--- src/rtl/mul_div_unit.sv ---
// mul_div_unit: multi-cycle multiply/divide unit for the EX stage.
// Owns the architectural HI/LO registers and executes MULT, MULTU, DIV, DIVU,
// MTHI and MTLO. Multiplies take one cycle after acceptance; divides run a
// 32-step restoring divider. busy stalls the pipeline while an op is in flight.
//
// Ports:
//   clk    - system clock, rising edge
//   rst    - asynchronous active-high reset
//   start  - request strobe, sampled only while idle
//   op     - 000 MULT, 001 MULTU, 010 DIV, 011 DIVU, 100 MTHI, 101 MTLO, 11x nop
//   flush  - synchronous cancel of an in-flight op; also discards a same-cycle start
//   busA   - rs operand (dividend / multiplicand / MTHI-MTLO data)
//   busB   - rt operand (divisor / multiplier)
//   busy   - high while a multiply or divide is in flight
//   done   - one-cycle pulse after HI/LO are written by a multiply or divide
//   hi, lo - HI/LO registers, driven straight from their flops
module mul_div_unit #(
  parameter int unsigned DIV_CYCLES = 32
) (
  input  logic        clk,
  input  logic        rst,
  input  logic        start,
  input  logic [2:0]  op,
  input  logic        flush,
  input  logic [31:0] busA,
  input  logic [31:0] busB,
  output logic        busy,
  output logic        done,
  output logic [31:0] hi,
  output logic [31:0] lo
);

  localparam logic [2:0] OpMult  = 3'b000;
  localparam logic [2:0] OpMultu = 3'b001;
  localparam logic [2:0] OpDiv   = 3'b010;
  localparam logic [2:0] OpDivu  = 3'b011;
  localparam logic [2:0] OpMthi  = 3'b100;
  localparam logic [2:0] OpMtlo  = 3'b101;

  localparam int unsigned CntW = $clog2(DIV_CYCLES) + 1;
  localparam logic [CntW-1:0] LastStep = CntW'(DIV_CYCLES - 1);

  typedef enum logic [1:0] {StIdle, StMul, StDiv} state_t;

  state_t          r_state;
  logic [31:0]     r_hi;
  logic [31:0]     r_lo;
  logic            r_busy;
  logic            r_done;
  logic [31:0]     r_a;         // raw busA: multiplicand, or divide-by-zero HI value
  logic [31:0]     r_b;         // multiplier, or divisor magnitude
  logic            r_signed;    // multiply is signed
  logic            r_neg_q;     // negate quotient at the end
  logic            r_neg_r;     // negate remainder at the end
  logic            r_div_zero;
  logic [CntW-1:0] r_cnt;
  logic [31:0]     r_rem;
  logic [31:0]     r_quo;       // dividend bits shift out as quotient bits shift in

  logic [31:0] w_abs_a;
  logic [31:0] w_abs_b;
  logic [63:0] w_mul_a;
  logic [63:0] w_mul_b;
  logic [63:0] w_prod;
  logic [32:0] w_rem_sh;
  logic [32:0] w_diff;
  logic        w_ge;
  logic [31:0] w_rem_nx;
  logic [31:0] w_quo_nx;
  logic [31:0] w_q_fin;
  logic [31:0] w_r_fin;

  always_comb begin
    w_abs_a = busA[31] ? -busA : busA;
    w_abs_b = busB[31] ? -busB : busB;

    // Sign- or zero-extend to 64 bits; the low 64 bits of the product are then
    // correct for both signed and unsigned operands.
    w_mul_a = r_signed ? {{32{r_a[31]}}, r_a} : {32'b0, r_a};
    w_mul_b = r_signed ? {{32{r_b[31]}}, r_b} : {32'b0, r_b};
    w_prod  = w_mul_a * w_mul_b;

    // One restoring step: shift {rem, quo} left, subtract divisor if it fits.
    w_rem_sh = {r_rem, r_quo[31]};
    w_diff   = w_rem_sh - {1'b0, r_b};
    w_ge     = (w_rem_sh >= {1'b0, r_b});
    w_rem_nx = w_ge ? w_diff[31:0] : w_rem_sh[31:0];
    w_quo_nx = {r_quo[30:0], w_ge};

    w_q_fin = r_neg_q ? -w_quo_nx : w_quo_nx;
    w_r_fin = r_neg_r ? -w_rem_nx : w_rem_nx;
  end

  always_ff @(posedge clk or posedge rst) begin
    if (rst) begin
      r_state    <= StIdle;
      r_hi       <= '0;
      r_lo       <= '0;
      r_busy     <= 1'b0;
      r_done     <= 1'b0;
      r_a        <= '0;
      r_b        <= '0;
      r_signed   <= 1'b0;
      r_neg_q    <= 1'b0;
      r_neg_r    <= 1'b0;
      r_div_zero <= 1'b0;
      r_cnt      <= '0;
      r_rem      <= '0;
      r_quo      <= '0;
    end else begin
      r_done <= 1'b0;
      unique case (r_state)
        StIdle: begin
          // flush discards a request arriving in the same cycle
          if (start && !flush) begin
            case (op)
              OpMult, OpMultu: begin
                r_a      <= busA;
                r_b      <= busB;
                r_signed <= (op == OpMult);
                r_state  <= StMul;
                r_busy   <= 1'b1;
              end
              OpDiv, OpDivu: begin
                r_a        <= busA;
                r_b        <= (op == OpDiv) ? w_abs_b : busB;
                r_quo      <= (op == OpDiv) ? w_abs_a : busA;
                r_rem      <= '0;
                r_neg_q    <= (op == OpDiv) && (busA[31] ^ busB[31]);
                r_neg_r    <= (op == OpDiv) && busA[31];
                r_div_zero <= (busB == 32'b0);
                r_cnt      <= '0;
                r_state    <= StDiv;
                r_busy     <= 1'b1;
              end
              OpMthi:  r_hi <= busA;
              OpMtlo:  r_lo <= busA;
              default: ;
            endcase
          end
        end
        StMul: begin
          r_state <= StIdle;
          r_busy  <= 1'b0;
          if (!flush) begin
            r_hi   <= w_prod[63:32];
            r_lo   <= w_prod[31:0];
            r_done <= 1'b1;
          end
        end
        StDiv: begin
          if (flush) begin
            r_state <= StIdle;
            r_busy  <= 1'b0;
          end else if (r_cnt == LastStep) begin
            r_state <= StIdle;
            r_busy  <= 1'b0;
            r_done  <= 1'b1;
            if (r_div_zero) begin
              r_hi <= r_a;
              r_lo <= 32'hFFFF_FFFF;
            end else begin
              r_hi <= w_r_fin;
              r_lo <= w_q_fin;
            end
          end else begin
            r_rem <= w_rem_nx;
            r_quo <= w_quo_nx;
            r_cnt <= r_cnt + CntW'(1);
          end
        end
        default: begin
          r_state <= StIdle;
          r_busy  <= 1'b0;
        end
      endcase
    end
  end

  assign busy = r_busy;
  assign done = r_done;
  assign hi   = r_hi;
  assign lo   = r_lo;

endmodule

--- config.mk ---
export PLATFORM = sky130hd
export DESIGN_NAME = mul_div_unit
export DESIGN_NICKNAME = d
export VERILOG_FILES = /design/src/rtl/mul_div_unit.sv
export SDC_FILE = /design/constraint.sdc
export NUM_CORES = 2
export LEC_CHECK = 0
export CAP_MARGIN = 20
export CORE_MARGIN = 2
export CORE_UTILIZATION = 40
export CTS_CLUSTER_SIZE = 8
export DETAILED_ROUTE_END_ITERATION = 6
export HOLD_SLACK_MARGIN = 0.02
export PLACE_DENSITY_LB_ADDON = 0.1
export SYNTH_ARGS = -nofsm -noshare
export SYNTH_HDL_FRONTEND = slang
export SYNTH_SLANG_ARGS = --single-unit
--- constraint.sdc ---
create_clock -name clk -period 11.9 [get_ports clk]
set_clock_uncertainty 0.1 [all_clocks]
set_input_delay 1.19 -clock clk [delete_from_list [all_inputs] [get_ports clk]]
set_output_delay 1.19 -clock clk [all_outputs]
set_load 0.005 [all_outputs]
==> run_results.csv <==
group,metric,value,unit
run_status,outcome,"finished clean",
floorplanning,fp.dieH,400,µm
sta,fin_ws,1.27,ns
floorplanning,rows,145,
yosys,synth_seq_cells,206,
critical_path,cp.required,12.31,ns
clock_tree,clk_pin_slew,0.06,ns
critical_path,r2r_end,"hi[30]",
critical_path,crit_arrival,11.04,ns
placed_design,placed_area,66200,µm²
cells_and_area,nFillCells,15600,
drt,avgViaCountPerCell,5.32,
yosys,ys_warn_count,0,
floorplanning,pin_count,137,
sta,rsz0062_at_grt,"no",
drt,routedWlPerCell,25.0,µm
sta,post-route-min-period,10.63,ns
yosys,synth_seq_area_share,8.23,%
yosys,syn_area,62600,µm²
drt,ant_nets,0,
critical_path,startpoint_type,"register",
floorplanning,die_area,160000,µm²
drt,dr.pass1.iters,5,
floorplanning,core_area,156000,µm²
global_route,grt_max_degree,98,
global_route,antenna_found_initial,15,
cells_and_area,finalInstanceArea,67100,µm²
floorplanning,die_w,400,µm
critical_path,r2r_slack,1.27,ns
clock_tree,cts_tree,"done",
sta,fin_tns_setup,0,ns
clock_tree,clk_path_buf_depth,3,
yosys,synth_cell_type_count,95,
critical_path,cpPeakStageDelay,0.88,ns
yosys,synth_area_per_cell,9.04,µm²
critical_path,cp_max_fo,24,
sta,hold_violations,0,
clock_tree,htreeDepth,1,
global_route,grt.total_usage,28.9,%
clock_tree,clock_sinks,206,
drt,drt_iter0_markers,3718,
floorplanning,initial_core_util,40.2,%
critical_path,path_class,"reg -> reg",
sta,drv_slew,0,
sta,fmax,94.1,MHz
clock_tree,cts_resized,0,
min_path,hold_path_end,"lo[31]",
cells_and_area,area_delta_synth_final,7.18,%
global_route,grt_pass1_vias,50700,
critical_path,worst_path_most_repeated_cell,"fa_1",
global_route,overflow,0,
drt,post-route-drc-count,0,
critical_path,r2r_start,"r_signed",
drt,drt-total-wl,223000,µm
min_path,hold_path_class,"reg -> reg",
critical_path,r2r_cells,32,
sta,fin_crit_sh,89.3,%
yosys,syn_nets,8760,
critical_path,critPathSlowestCell,"fa_1",
drt,num_vias,47500,
yosys,syn-instance-count,6921,
yosys,synthArstFlopShare,100,%
placed_design,dp_hpwl,187000,µm
clock_tree,cts_buffers,30,
cells_and_area,drive_gt1_share,3.74,%
clock_tree,postCtsHoldBufs,0,
clock_tree,cts-root-buf,"clkbuf_16",
placed_design,pre_cts_slack,1.35,ns
placed_design,port_buffers,136,
sta,max_slew_margin,19.9,%
sta,worstMarginPinSlew,1.20,ns
cells_and_area,nets,8694,
yosys,synth_edf_count,0,
critical_path,crit_path_end_kind,"register",
min_path,hold_depth,1,
placed_design,gp_congestion,0.930,
global_route,grt_pass1_wl,340000,µm
sta,setup_viol,0,
clock_tree,post_cts_buffers,0,
min_path,min_from,"lo[31]",
clock_tree,clock_latency,0.64,ns
yosys,synthFlopType,"dfrtp_1",
flow_run,maxCapViolCount,0,
placed cells by master (no fill, tap or decap), types with 34 or more instances in the layout:
cell             netlist  routed
xor2_1                66      66
dfrtp_1              206     199
and2_1               575     575
o31ai_1               47      47
xnor2_1              183     183
and3_1                34      34
mux2_2                37      37
clkdlybuf4s50_1        0     136
nor2_1               196     196
inv_1               1590    1589
ha_1                 348     345
buf_4                  1     136
nor3_1                38      38
nand3_1               38      38
a21oi_1              239     238
nand2_1              774     773
a21o_1                75      74
fa_1                1420    1420
o21ai_0              235     235
state kept, by name, summed over array words and instances (netlist names), 2 cells and up:
register,count
r_a,32
r_quo,32
hi,32
r_state,2
r_b,32
r_rem,32
r_cnt,6
lo,32
how the worst max path moves through the flow:
stage | from | to | slack, ns | cells past startpoint
after global placement | r_signed | hi[30] | 1.38 | 32
after CTS | r_signed | hi[30] | 1.31 | 32
after floorplan | r_signed | hi[27] | 2.29 | 35
final | r_signed | hi[30] | 1.27 | 32
after global routing | r_signed | hi[30] | 0.50 | 32
after detailed placement | r_signed | hi[30] | 1.35 | 32
layout make-up:
class | count | area (µm²) | share of cell area, %
timing repair buffer | 275 | 2460 | 3.66
sequential | 206 | 5160 | 7.70
clock inverter | 2 | 60.1 | 0.0895
inverter | 1596 | 6000 | 8.95
clock buffer | 38 | 801 | 1.19
antenna | 5 | 12.5 | 0.0186
multi-input combinational | 4746 | 50000 | 74.6
tap | 2058 | 2570 | 3.84
kinds of logic after synthesis:
family	synth area share, %
flip-flops	8.23
buffers and inverters	11.9
AO/OA/AOI/OAI	8.62
AND/OR/NAND/NOR	14.2
adder cells (fa/ha/maj)	52.4
multiplexers	1.12
XOR/XNOR	3.48
per-stage QoR:
stage          std cells  hold slack (ns)  utilization (%)
6_report            8926            0.374             43.1
5_1_grt             8923            0.396             43.0
3_3_place_gp        8878            0.362             42.4
2_1_floorplan       6921            0.371                -
4_1_cts             8919            0.377             43.0
3_5_place_dp        8879            0.365             42.5
routing by layer:
layer	track usage (%)	routed length, µm	up-vias
met1	41.8	100000	25000
met4	5.96	5390	2
met5	0	13	-
met2	45.8	102000	1509
met3	4.48	15300	243
li1	-	-	20700
worst max-delay path: cells and delay by family, from the launching register on:
kind	cells	cell delay, ns
xor+xnor	1	0.06
compound gates	3	0.96
flops	1	0.35
fa+ha+maj	11	6.27
simple gates	8	1.30
buf+inv	9	1.41
cell usage after synthesis (6+ instances only):
master	number	area share (%)
a2111oi_0	6	0.084
a211oi_1	25	0.30
a21o_1	75	0.90
a21oi_1	239	1.9
a221oi_1	30	0.42
a311oi_1	11	0.15
a31oi_1	31	0.31
and2_1	575	5.7
and3_1	34	0.34
and4_1	7	0.098
buf_1	14	0.084
buf_2	12	0.096
clkbuf_1	340	2.0
dfrtp_1	206	8.2
fa_1	1420	45
ha_1	348	7.0
inv_1	1590	9.5
mux2_2	37	0.67
mux2i_1	26	0.42
nand2_1	774	4.6
nand2b_1	21	0.21
nand3_1	38	0.30
nand3b_1	6	0.072
nand4_1	19	0.19
nor2_1	196	1.2
nor2b_1	20	0.20
nor3_1	38	0.30
nor3b_1	9	0.11
nor4_1	18	0.18
o211ai_1	19	0.23
o21a_1	18	0.22
o21ai_0	235	1.9
o21ai_1	7	0.056
o21bai_1	20	0.24
o22ai_1	6	0.060
o31a_1	6	0.084
o31ai_1	47	0.56
o41ai_1	11	0.15
or3_1	23	0.23
or4_1	11	0.13
xnor2_1	183	2.6
xor2_1	66	0.92
Power is not shown: default switching activity piles up to over one toggle a cycle in this logic, so the estimate is an artifact.
